`src/rtl/sequenciador_varredura.sv`:
```
// Sweeps the mux select across every channel of an owned input bank and hands each sample downstream over valid/ready.
// Optional comparator of saida_mux against the bank is built only when CHECAGEM_MUX_EN is defined.
module sequenciador_varredura #(
   parameter int  LARGURA     = 8,
   parameter int  CANAIS      = 8,
   parameter int  PERMANENCIA = 1,
   localparam int SEL_W       = $clog2(CANAIS)
) (
   input  logic                            clock,
   input  logic                            reset_n,
   input  logic                            escrita_en,
   input  logic [SEL_W-1:0]                escrita_end,
   input  logic [LARGURA-1:0]              escrita_dado,
   input  logic                            iniciar,
   output logic [CANAIS-1:0][LARGURA-1:0]  entrada,
   output logic [SEL_W-1:0]                seletor,
   input  logic [LARGURA-1:0]              saida_mux,
   output logic [LARGURA-1:0]              amostra_dado,
   output logic [SEL_W-1:0]                amostra_canal,
   output logic                            amostra_valida,
   input  logic                            amostra_pronta,
   output logic                            ocupado,
   output logic                            concluido,
   output logic                            erro_mux
);

   localparam int                CNT_W   = (PERMANENCIA > 1) ? $clog2(PERMANENCIA) : 1;
   localparam logic [CNT_W-1:0]  CNT_FIM = CNT_W'(PERMANENCIA - 1);
   localparam logic [SEL_W-1:0]  SEL_FIM = SEL_W'(CANAIS - 1);

   typedef enum logic [1:0] {OCIOSO, SELECIONA, AMOSTRA, ENTREGA} estado_t;

   estado_t                         r_estado;
   logic [CANAIS-1:0][LARGURA-1:0]  r_banco;
   logic [SEL_W-1:0]                r_sel;
   logic [SEL_W-1:0]                r_canal;
   logic [CNT_W-1:0]                r_cnt;
   logic [LARGURA-1:0]              r_dado;
   logic                            r_valida;
   logic                            r_concl;
   logic                            w_entrega;

   assign w_entrega = r_valida && amostra_pronta;

   // Input bank; a write on the AMOSTRA edge lands after the mux output was captured.
   always_ff @(posedge clock or negedge reset_n) begin
      if (!reset_n) begin
         r_banco <= '0;
      end else if (escrita_en) begin
         r_banco[escrita_end] <= escrita_dado;
      end
   end

   always_ff @(posedge clock or negedge reset_n) begin
      if (!reset_n) begin
         r_estado <= OCIOSO;
         r_sel    <= '0;
         r_cnt    <= '0;
         r_dado   <= '0;
         r_canal  <= '0;
         r_valida <= 1'b0;
         r_concl  <= 1'b0;
      end else begin
         r_concl <= 1'b0;
         case (r_estado)
            OCIOSO: begin
               if (iniciar) begin
                  r_sel    <= '0;
                  r_cnt    <= '0;
                  r_estado <= SELECIONA;
               end
            end
            SELECIONA: begin
               if (r_cnt == CNT_FIM) begin
                  r_estado <= AMOSTRA;
               end else begin
                  r_cnt <= r_cnt + 1'b1;
               end
            end
            AMOSTRA: begin
               r_dado   <= saida_mux;
               r_canal  <= r_sel;
               r_valida <= 1'b1;
               r_estado <= ENTREGA;
            end
            ENTREGA: begin
               if (w_entrega) begin
                  r_valida <= 1'b0;
                  if (r_sel == SEL_FIM) begin
                     r_sel    <= '0;
                     r_concl  <= 1'b1;
                     r_estado <= OCIOSO;
                  end else begin
                     r_sel    <= r_sel + 1'b1;
                     r_cnt    <= '0;
                     r_estado <= SELECIONA;
                  end
               end
            end
            default: r_estado <= OCIOSO;
         endcase
      end
   end

`ifdef CHECAGEM_MUX_EN
   logic r_erro;
   logic w_diverge;

   assign w_diverge = (saida_mux != r_banco[r_sel]);

   // Sticky until reset: one bad mux read is enough to flag the path.
   always_ff @(posedge clock or negedge reset_n) begin
      if (!reset_n) begin
         r_erro <= 1'b0;
      end else if (r_estado == AMOSTRA && w_diverge) begin
         r_erro <= 1'b1;
      end
   end

   assign erro_mux = r_erro;
`else
   assign erro_mux = 1'b0;
`endif

   assign entrada        = r_banco;
   assign seletor        = r_sel;
   assign amostra_dado   = r_dado;
   assign amostra_canal  = r_canal;
   assign amostra_valida = r_valida;
   assign ocupado        = (r_estado != OCIOSO);
   assign concluido      = r_concl;

endmodule
```
`config.mk`:
```
export PLATFORM = sky130hd
export DESIGN_NAME = sequenciador_varredura
export DESIGN_NICKNAME = d
export VERILOG_FILES = /design/src/rtl/sequenciador_varredura.sv
export SDC_FILE = /design/constraint.sdc
export NUM_CORES = 1
export LEC_CHECK = 0
export ABC_CLOCK_PERIOD_IN_PS = 3400
export BUFFER_PORTS_ARGS = -buffer_cell sky130_fd_sc_hd__buf_2
export CELL_PAD_IN_SITES_DETAIL_PLACEMENT = 0
export CELL_PAD_IN_SITES_GLOBAL_PLACEMENT = 1
export CORE_MARGIN = 2
export CORE_UTILIZATION = 44
export DETAILED_ROUTE_END_ITERATION = 8
export PLACE_DENSITY = 0.83
export SYNTH_ARGS = -nofsm -noshare
export SYNTH_HDL_FRONTEND = slang
export SYNTH_SLANG_ARGS = --single-unit
export TNS_END_PERCENT = 100
```
`constraint.sdc`:
```
create_clock -name clock -period 3.4 [get_ports clock]
set_input_delay 0.17 -clock clock [delete_from_list [all_inputs] [get_ports clock]]
set_output_delay 0.17 -clock clock [all_outputs]
set_load 0.05 [all_outputs]
```
Word level (Yosys, flattened, before mapping) --
Cells that the tools add are included.
Storage, ports and cells: register bits after elaboration 83, input bits 24, output and inout port bits 82
Operators by class: add/sub/neg operators 2, multiplexer cells 22, equal/unequal tests 8, order comparisons 2, reductions and logical operators 11
Operator list (count):
- $bwmux W64 | 1
- $demux W8 S3 | 1
- $mux W1 | 9
- $mux W3 | 3
- $mux W8 | 1
- $ne A2 B2 Y1 const B | 4
- $pmux W2 S4 | 1
- $mux W2 | 3
- $pmux W3 S2 | 1
- $reduce_and A3 Y1 | 2
- $reduce_bool A2 Y1 | 3
- $eq A2 B2 Y1 const B | 2
- $lt A3 B4 Y1 const B | 1
- $reduce_and A4 Y1 | 1
- $add A3 B1 Y3 const B | 1
- $eq A3 B3 Y1 const B | 1
- $ge A3 B1 Y1 const B | 1
- $pmux W1 S3 | 1
- $reduce_bool A3 Y1 | 1
- $eq A2 B1 Y1 const B | 1
- $logic_and A1 B1 Y1 | 2
- $logic_not A2 Y1 | 1
- $pmux W1 S2 | 1
- $reduce_and A2 Y1 | 1
- $add A1 B1 Y1 const B | 1

Logic depth before layout (Yosys ltp) --
word-level depth 5, gate-level depth with buffers 5, gate-level depth less buffers 5

Least setup slack after synthesis --
OpenSTA, ideal clock, no wires.
kind register to register, start point register r_valida, in the netlist amostra_valida, end point register r_sel[0], in the netlist seletor[0], cell stages (with the launch flop) 4, setup slack 1.889 ns, library setup time 0.121 ns, data arrival time 1.390 ns, period minus slack after synthesis 1.511 ns, cell sequence dfrtp_1 > nand2_1 > a211o_1 > a22o_1
Between the ends: cells in the longest elaborated chain, start to end 3
Ends and longest elaborated chain:
- from (decl) | RTL line 39 | logic r_valida;
- from (signal assigned) | RTL line 61 | r_valida <= 1'b0;
- from (signal assigned) | RTL line 83 | r_valida <= 1'b1;
- from (signal assigned) | RTL line 88 | r_valida <= 1'b0;
- $logic_and A1 B1 Y1 | RTL line 43 | assign w_entrega = r_valida && amostra_pronta;
- $ne A2 B2 Y1 (no source line)
- $reduce_and A3 Y1 (no source line)
- to (signal assigned) | RTL line 94 | r_sel <= r_sel + 1'b1;
- to (decl) | RTL line 35 | logic [SEL_W-1:0] r_sel;
No other way between the ends. A chain may end at the register's enable or synchronous reset.

Final worst setup path --
start point register r_estado[1], end point register r_sel[0], in the netlist seletor[0]
Between the ends: cells in the longest elaborated chain, start to end 3, elaborated cells on any way between the ends 7
Ends and longest elaborated chain:
- from (decl) | RTL line 33 | estado_t r_estado;
- from (signal assigned) | RTL line 56 | r_estado <= OCIOSO;
- from (signal assigned) | RTL line 70 | r_estado <= SELECIONA;
- from (signal assigned) | RTL line 75 | r_estado <= AMOSTRA;
- $eq A2 B2 Y1 / $logic_not A2 Y1 (equally long branches) | RTL line 65 | case (r_estado)
- $ne A2 B2 Y1 (no source line) / $reduce_bool A2 Y1 (equally long branches)
- $reduce_and A3 Y1 (no source line)
Parallel ways exist; a longest one is shown, timed or not.

==> qor.txt <==
================================================================================
Initial drt markers                                                           80
DRC viols                                                                      0
Outcome                                                             complete, but fails checks
Maximum single-stage delay on the critical path                           420 ps
Post-synthesis to final-layout area growth                                 24.9%
Largest buffer count on any clock path                                         2
Number of setup buffers added after CTS                                        0
Worst-path cell chain                                               inv_1 > ha_1 > nor2b_1 > a211o_1 > a22o_1
Cell family with the largest share of critical-path delay           compound AO/OA/AOI/OAI gates
Hold-fix buffer count after cts                                                0
Setup CP Type                                                            reg2reg
Clock tree from TritonCTS                                                    yes
Max-cap check violation count                                                  0
Leakage power of the design                                              2.00 nW
Endpoint kind of the worst setup timing path                                flop
Tightest Hold Check Type                                                in2async
Period utilisation layout                                                  45.6%
Total core area                                                         7210 µm²
Slew headroom                                                              30.9%
Cells after synthesis                                                        205
Netlist area before placement                                           3280 µm²
Final Hold Viols                                                              13
#FFs+latches synth                                                            82
Initial antenna violation count                                                0
Data required time at the worst endpoint                                 3630 ps
Clock-pin slew on the worst setup and hold paths                           80 ps
Area of the die                                                         8150 µm²
CP arrival                                                               1780 ps
Worst setup SP type                                                         flop
Worst-case clock skew                                                    5.10 ps
Global placement routability congestion                                    0.724
Final ANT Viol Nets                                                            0
Most common cell after layout, fill and taps aside                  sky130_fd_sc_hd__buf_2
Post-Syn Area per Cell                                                  16.0 µm²
Number of vias per cell                                                     4.96
Slowest CP cell                                                     sky130_fd_sc_hd__dfrtp_1
Total of fill cells in the finished design                                   636
Syn Nets                                                                     235
Leftover overflow at the end of global routing                                 0
Worst-margin pin slew                                                    1040 ps
Half-perimeter wire length after detailed placement                      4680 µm
Power per standard cell area                                          930 nW/µm²
Detailed-route via count                                                    2063
Drt first pass iters                                                           4
Deepest level of the CTS H-tree                                                3
Wire length of the first global-routing pass                            11300 µm
Root buf cell                                                       sky130_fd_sc_hd__clkbuf_8
Setup repair after global routing missed its margin                        false
Global router's overall resource usage                                     17.8%
Minimum clock period                                                     1550 ps
DRT Wirelength                                                           6900 µm
Smallest hold slack                                                     -21.7 ps
Chip width                                                               90.3 µm
Violations in the final reports                                      hold timing
Top-level I/O count                                                          106
Vias in the first global route                                              2089
Skew-Pair Late Insertion Delay                                            340 ps
TritonCTS buffer count                                                         9
Most frequent cells in the layout                                   103 x sky130_fd_sc_hd__buf_2, 82 x sky130_fd_sc_hd__dfrtp_1, 76 x sky130_fd_sc_hd__mux2_2
Sink count of the clock tree                                                  82
Final slew viol count                                                          0
Wire length per cell                                                     16.6 µm
Achievable frequency                                                   0.645 GHz
Worst path buffer plus inverter count                                          1
Cell variety after synth                                                      26
Yosys warning count                                                            0
Fraction of final layout cells with drive strength greater than 1          63.1%
Area post-placement                                                     3880 µm²
Design Power                                                           0.00381 W
Initial standard-cell utilization of the core                              45.4%
Maximum number of pins on one net before global-route repair                  83
Worst VDD drop                                                          0.618 mV
Number of port buffers                                                       104
Number of inserted diodes                                                      0
Non-Filler Cell Area, Final                                             4090 µm²
Maximum fanout count along the critical path                                   5
Post_cts resized                                                               0
Number of core rows                                                           31
Setup-violating endpoint count in the final report                             0
Die Span Y                                                               90.3 µm
Sequential area share after synthesis                                      62.6%
Summed negative setup slack over all endpoints                              0 ps
Layout net count                                                             343
================================================================================
## per-stage QoR
| step | util [%] | instances | hold WS (ps) | setup WS [ps] |
|---|---|---|---|---|
| 3_3_place_gp | 53.7 | 401 | 388 | 1750 |
| 3_5_place_dp | 53.7 | 401 | 395 | 1730 |
| 2_1_floorplan | - | 205 | -126 | 1890 |
| 5_1_grt | 56.7 | 416 | 41.2 | 1740 |
| 6_report | 56.7 | 416 | -21.7 | 1850 |
| 4_1_cts | 56.7 | 416 | 32.8 | 1820 |
## layer usage
layer	up-vias	routed length [µm]	GRT usage [%]
met2	79	3030	26.1
met3	7	510	6.09
met5	-	0	0
li1	940	-	-
met1	1037	3310	25.5
met4	0	46	5.00
## worst reg2reg max path, cell delays in order, from the launching register on
cell                      delay [ps]
sky130_fd_sc_hd__dfrtp_1         420
sky130_fd_sc_hd__inv_1            90
sky130_fd_sc_hd__ha_1            210
sky130_fd_sc_hd__nor2b_1         180
sky130_fd_sc_hd__a211o_1         320
sky130_fd_sc_hd__a22o_1          240
## cell usage after synthesis
library cell               count  area [µm²]
sky130_fd_sc_hd__buf_4         3        22.5
sky130_fd_sc_hd__nand2_1       3        11.3
sky130_fd_sc_hd__nand4b_1      3        26.3
sky130_fd_sc_hd__nor3_2        1        10.0
sky130_fd_sc_hd__nor3_4        1        16.3
sky130_fd_sc_hd__conb_1        1        3.75
sky130_fd_sc_hd__a211oi_1      1        7.51
sky130_fd_sc_hd__nor3b_4       2        37.5
sky130_fd_sc_hd__nand2b_4      1        13.8
sky130_fd_sc_hd__a22o_1        3        26.3
sky130_fd_sc_hd__nor2_1        5        18.8
sky130_fd_sc_hd__nand4_1       1        6.26
sky130_fd_sc_hd__a21oi_1       1        5.00
sky130_fd_sc_hd__nor3b_1       1        7.51
sky130_fd_sc_hd__buf_1         1        3.75
sky130_fd_sc_hd__a22oi_1       1        7.51
sky130_fd_sc_hd__nor2b_1       1        6.26
sky130_fd_sc_hd__inv_1         5        18.8
sky130_fd_sc_hd__buf_2         1        5.00
sky130_fd_sc_hd__buf_6         1        11.3
sky130_fd_sc_hd__a211o_1       2        17.5
sky130_fd_sc_hd__dfrtp_1      82        2050
sky130_fd_sc_hd__mux2_2       76         856
sky130_fd_sc_hd__o22ai_1       1        6.26
sky130_fd_sc_hd__clkbuf_1      1        3.75
sky130_fd_sc_hd__ha_1          6        75.1
## layout make-up
cell class                      count  area [µm²]  share of cell area (%)
Inverter                            5        18.8                   0.459
Sequential cell                    82        2050                    50.1
Clock buffer                       10         138                    3.36
Tap cell                           99         124                    3.03
Timing Repair Buffer              104         523                    12.8
Multi-Input combinational cell    111        1160                    28.3
Clock inverter                      5        78.8                    1.93
## power by group
part / total (W) / switching [W] / leakage, nW / internal [W]
Combinational: 0.00167 / 0.00121 / 0.901 / 0.000458
Sequential: 0.00137 / 0.000141 / 0.990 / 0.00123
Clock: 0.000765 / 0.000336 / 0.112 / 0.000429
## final timing paths
path	from	endpoint	slack, ps	cells after the start
min	reset_n	entrada[62]	-20	1
max reg2reg	r_estado[1]	seletor[0]	1850	5
min reg2reg	entrada[56]	entrada[56]	500	1
max in group asynchronous	reset_n	entrada[49]	2730	1
max	r_estado[1]	seletor[0]	1850	5
min in group clock	amostra_pronta	amostra_valida	60	2
## state kept, by name, summed over array words and instances (netlist names)
name            count
amostra_canal       3
amostra_dado        8
entrada            64
seletor             3
concluido           1
amostra_valida      1
r_estado            2
## logic make-up after synthesis
family / count (synthesis) / share of synthesized area [%]
multiplexers: 76 / 26.1
adder cells (fa/ha/maj): 6 / 2.29
AND/OR/NAND/NOR: 19 / 4.70
flip-flops: 82 / 62.6
AO/OA/AOI/OAI: 9 / 2.14
buffers and inverters: 12 / 1.99
other: 1 / 0.114
Note: power is estimated with default switching activity, not from simulation.
